### src/rtl/memory_arbiter.sv
// memory_arbiter: single-port RAM arbiter granting one word per grant to an icache or dcache.
// Ports:
//   CLK, nRST             clock, asynchronous active-low reset
//   iREN, iaddr           icache read request and word address
//   dREN, dWEN            dcache read / write request
//   daddr, dstore         dcache word address and write data
//   iwait, dwait          1 = stall, 0 = word completes this cycle
//   iload, dload          read data returned to the caches (straight from ramload)
//   ramREN, ramWEN        RAM read / write enables
//   ramaddr, ramstore     RAM address and write data
//   ramload, ramstate     RAM read data and status (FREE=0, BUSY=1, ACCESS=2, ERROR=3)
// Build option: define MEMORY_ARBITER_FAIR_EN to alternate priority between the caches
// using a last-grant flag; otherwise the dcache always wins a tie.
module memory_arbiter #(
  parameter int CPUID = 0
) (
  input  logic        CLK,
  input  logic        nRST,
  input  logic        iREN,
  input  logic [31:0] iaddr,
  input  logic        dREN,
  input  logic        dWEN,
  input  logic [31:0] daddr,
  input  logic [31:0] dstore,
  output logic        iwait,
  output logic        dwait,
  output logic [31:0] iload,
  output logic [31:0] dload,
  output logic        ramREN,
  output logic        ramWEN,
  output logic [31:0] ramaddr,
  output logic [31:0] ramstore,
  input  logic [31:0] ramload,
  input  logic [1:0]  ramstate
);
  localparam logic [1:0] IDLE = 2'd0;
  localparam logic [1:0] IGNT = 2'd1;
  localparam logic [1:0] DGNT = 2'd2;
  localparam logic [1:0] ACCESS = 2'd2;

  // CPUID only tags debug output in simulation builds; it has no hardware effect.
  if (CPUID < 0) begin : g_cpuid_tag
  end

  logic [1:0] state, next_state;
  logic       dreq, access, igr, dgr, i_first;

  assign dreq   = dREN | dWEN;
  assign access = ramstate == ACCESS;
  assign igr    = state == IGNT;
  assign dgr    = state == DGNT;

`ifdef MEMORY_ARBITER_FAIR_EN
  logic last_d;
  // Only a real completion (request still up when ACCESS arrives) moves the flag.
  always_ff @(posedge CLK or negedge nRST)
    if (!nRST) last_d <= 1'b0;
    else if (dgr && dreq && access) last_d <= 1'b1;
    else if (igr && iREN && access) last_d <= 1'b0;
  assign i_first = last_d & iREN;
`else
  assign i_first = 1'b0;
`endif

  always_comb
    next_state = (state == IDLE) ? (i_first ? IGNT : dreq ? DGNT : iREN ? IGNT : IDLE)
               : igr ? ((iREN && !access) ? IGNT : IDLE)
               : dgr ? ((dreq && !access) ? DGNT : IDLE)
               : IDLE;

  always_ff @(posedge CLK or negedge nRST)
    if (!nRST) state <= IDLE;
    else state <= next_state;

  // A requester that is not asserting its request never stalls; a granted one is
  // released only in the ACCESS cycle.
  assign iwait    = iREN & ~(igr & access);
  assign dwait    = dreq & ~(dgr & access);
  assign ramREN   = igr ? iREN : dgr ? (dREN & ~dWEN) : 1'b0;
  assign ramWEN   = dgr & dWEN;
  assign ramaddr  = igr ? iaddr : dgr ? daddr : 32'h0;
  assign ramstore = dgr ? dstore : 32'h0;
  assign iload    = ramload;
  assign dload    = ramload;
endmodule

### config.mk
export PLATFORM = sky130hd
export DESIGN_NAME = memory_arbiter
export DESIGN_NICKNAME = d
export VERILOG_FILES = /design/src/rtl/memory_arbiter.sv
export SDC_FILE = /design/constraint.sdc
export NUM_CORES = 1
export LEC_CHECK = 0
export CAP_MARGIN = 5
export CORE_AREA = 2 2 103 105
export CTS_CLUSTER_DIAMETER = 30
export DETAILED_ROUTE_END_ITERATION = 10
export DIE_AREA = 0 0 105 107
export PLACE_DENSITY = 0.57
export SLEW_MARGIN = 40
export SYNTH_ARGS = -nofsm -noshare
export SYNTH_HDL_FRONTEND = slang
export SYNTH_SLANG_ARGS = --single-unit
### constraint.sdc
create_clock -name CLK -period 1.4 [get_ports CLK]
set_clock_uncertainty 0.05 [all_clocks]
set_input_delay 0.28 -clock CLK [delete_from_list [all_inputs] [get_ports CLK]]
set_output_delay 0.28 -clock CLK [all_outputs]
set_load 0.005 [all_outputs]
After elaboration in Yosys (flattened, before gate mapping) --
Cells that the tools add are included.
Cells by class: eq/ne operators 3, multiplexer cells 12, bitwise logic cells 10, reduce and logical (&&, ||, !) cells 4
Operators with widths (number):
- $mux W32 | 3
- $mux W2 | 5
- $and A1 B1 Y1 | 6
- $eq A2 B2 Y1 const B | 2
- $mux W1 | 4
- $not A1 Y1 | 3
- $eq A2 B1 Y1 const B | 1
- $logic_and A1 B1 Y1 | 2
- $logic_not A2 Y1 | 1
- $logic_not A1 Y1 | 1
- $or A1 B1 Y1 | 1
Storage, ports and cells: register bits 2, bits of input ports 135, output and inout bits 132

Longest topological paths before layout --
word-level depth 7, depth in mapped cells 4

Least setup slack after synthesis --
Ideal clock, no wire load.
kind register to output, from register state[0], to output ramaddr[18], data arrival time 1.017 ns, data required time 1.070 ns, slack 0.053 ns, stages on the path, launching flop included 5, cell sequence dfrtp_1 nor2b_1 buf_2 buf_2 a22o_1
On the way: longest elaborated chain between the ends 3
RTL lines:
- from (decl) | RTL line 45 | logic [1:0] state, next_state;
- from (signal assigned) | RTL line 73 | else state <= next_state;
- $eq A2 B2 Y1 | RTL line 51 | assign dgr = state == DGNT;
- $mux W32 | RTL line 81 | assign ramaddr = igr ? iaddr : dgr ? daddr : 32'h0;
- $mux W32 * | RTL line 81
- to (decl) | RTL line 31 | output logic [31:0] ramaddr,
Every way passes the cells marked *; elsewhere a longest branch is shown, timed or not.

Worst setup path in the final report --
from register state[1], to output ramaddr[18]
Same word-level chain as after synthesis.

==> results.py <==
metrics = {
    "route": {
        "routed_wl_um": 6719,
        "drt-initial-drc-count": 46,
        "num_vias": 1611,
        "avgViaCountPerCell": 3.773,
        "drtAntennaViolNets": 0,
        "drc_errors": 0,
        "routedWlPerCell_um": 15.74,
        "dr.pass1.iters": 4,
    },
    "clock_network": {
        "cts_max_path_buffers": 2,
        "root_buffer": "clkbuf_8",
        "cts-htree-levels": 1,
        "cts_tree": "done",
        "clk_latency_ns": 0.21,
        "cts_buffers": 3,
        "clk_pin_slew_ns": 0.03,
        "cts.sinks": 2,
        "hold_buffers": 0,
    },
    "place": {
        "dp_hpwl_um": 4454,
        "io_buffers": 170,
        "gp_congestion": 0.7230,
        "pre_cts_slack_ns": -0.4732,
        "place_inst": 393,
    },
    "yosys": {
        "ys_types": 16,
        "syn_nets": 289,
        "syn_avg_cell_area_um2": 7.629,
        "synthesis.area_mm2": 0.001175,
        "yosysWarnings": 0,
        "synth-seq-cells": 2,
        "synthCells": 154,
        "ys_seq_area_share_pct": 4.260,
    },
    "critical_path": {
        "critPathLaunchType": "flop",
        "r2r_end": "state[0]",
        "regToRegStartpoint": "state[0]",
        "critPathRequiredTime_ns": 1.07,
        "cp.arrival_ns": 1.57,
        "worstSetupPathType": "flop to primary output",
        "crit_fanout": 8,
        "endpoint_kind": "primary output",
        "startpoint": "state[1]",
        "r2r_slack_ns": 0.16,
        "reg2regPathDepth": 4,
    },
    "grt": {
        "antenna_found_initial": 0,
        "grt_pass1_wl_um": 7797,
        "grt.overflow.total": 0,
        "grt_max_degree": 35,
        "grt_pass1_vias": 1555,
        "grt_use_total_pct": 8.706,
    },
    "min_path": {
        "hp-class": "input pin to async pin",
    },
    "cells_and_area": {
        "seqCellArea_um2": 50.05,
        "top_regs": "state x2",
        "largest_reg_flops": 2,
        "area_growth_pct": 156.2,
        "multiInputGateArea_um2": 643.1,
        "antenna_cells": 0,
        "drive_above_1_share_pct": 46.39,
        "top_register": "state",
        "final_net_count": 428,
        "fin_cells": 427,
        "layout_common_cells": "102 x clkdlybuf4s50_1, 41 x buf_6, 32 x a22o_1",
        "fillers": 1108,
        "final_common_cell": "clkdlybuf4s50_1",
    },
    "die": {
        "chipWidth_um": 105,
        "num_rows": 37,
        "dieArea_mm2": 0.01124,
        "core_mm2": 0.01009,
        "initial_core_util_pct": 11.64,
        "die_height_um": 107,
        "ioPinCount": 267,
    },
    "power_and_ir_drop": {
        "p_per_area_mw_per_mm2": 510.8,
        "p_leak_nw": 1.461,
        "ir_drop_uv": 195.6,
    },
    "timing": {
        "fin_crit_sh_pct": 135.4,
        "final.setup.tns_ns": -27.56,
        "fin_ws_ns": -0.4952,
        "setup_viol": 68,
        "slew_violations": 0,
        "rsz0062_at_grt": "yes",
        "holdWs_ns": 0.1862,
        "final-hold-violation-count": 0,
        "fmax_mhz": 527.6,
        "max_slew_margin_pct": 77.72,
        "worst_pin_slew_ns": 0.3334,
        "period_minus_slack_ns": 1.895,
    },
    "outcome": {
        "outcome": "finished, violations left",
        "violations": "setup timing",
    },
    "job": {
        "maxCapViolCount": 0,
    },
}
[critical path, cell delays in order, from the launching register on]
cell,delay (ns)
dfrtp_1,0.40
and2b_4,0.25
clkbuf_16,0.17
buf_6,0.11
buf_6,0.11
a22o_1,0.18
buf_2,0.12
[cell families after synthesis]
group                  Yosys count  synth area share (%)
DFF                              2                 4.260
AOI/OAI and AO/OA               38                 27.80
buffers and inverters           77                 48.14
and+or+nand+nor                 37                 19.81
[power by group]
part	leakage [nW]	internal, W	switching, W	total, W
clock network	0.0216	0.000182	0.0000452	0.000227
logic	1.41	0.000865	0.000379	0.00124
registers	0.0249	0.0000624	0.00000455	0.0000669
total	1.46	0.00111	0.000428	0.00154
[Yosys cell counts, drive strengths merged]
cell type / count / area share, %
nor2: 1 / 0.32
o21ba: 1 / 0.85
a21oi: 2 / 0.85
a22o: 32 / 24
and2: 33 / 18
a2111oi: 1 / 0.75
dfrtp: 2 / 4.3
clkbuf: 2 / 0.64
nor2b: 2 / 1.1
a21boi: 1 / 0.64
inv: 2 / 0.64
a32o: 1 / 0.85
buf: 73 / 47
and2b: 1 / 0.85
[per-layer routing]
metal  vias up  routed length (um)  global-route usage (%)
li1        735                   -                       -
met1       720                2423                   8.181
met2       141                3487                   15.86
met3        15                 707                   4.438
met4         0                 101                   3.810
met5         -                   0                       0
[how the worst max path moves through the flow]
stage / end / slack [ns]
after floorplan: ramaddr[18] / 0.05
after global placement: ramREN / -0.45
after detailed placement: ramREN / -0.47
after CTS: ramstore[24] / -0.65
after global routing: ramaddr[16] / -0.56
final: ramaddr[18] / -0.50
[timing repair]
item / 4_1_cts / 5_1_grt
buffers inserted: 0 / 20
endpoints found under the setup margin: 68 / 69
pin swaps: 1 / 32
gates cloned: 0 / 11
resized for setup: 118 / 171
[area by class of cell]
| type | count | area share [%] |
|---|---|---|
| clock buffers | 3 | 1.372 |
| inverters | 2 | 0.2494 |
| multi-input cells | 75 | 21.36 |
| flip-flops and latches | 2 | 1.663 |
| well taps | 136 | 5.653 |
| repair buffers | 209 | 69.70 |
[per-stage QoR]
stage               instance area (um^2)  power (W)  util [%]
detailed placement                  2589   0.001028     25.65
global placement                    2589   0.001024     25.65
finish                              3010   0.001538     29.83
CTS                                 2555   0.001201     25.32
global route                        3010   0.001637     29.83
floorplan                           1175  0.0004847         -
(Power assumes the default switching activity.)
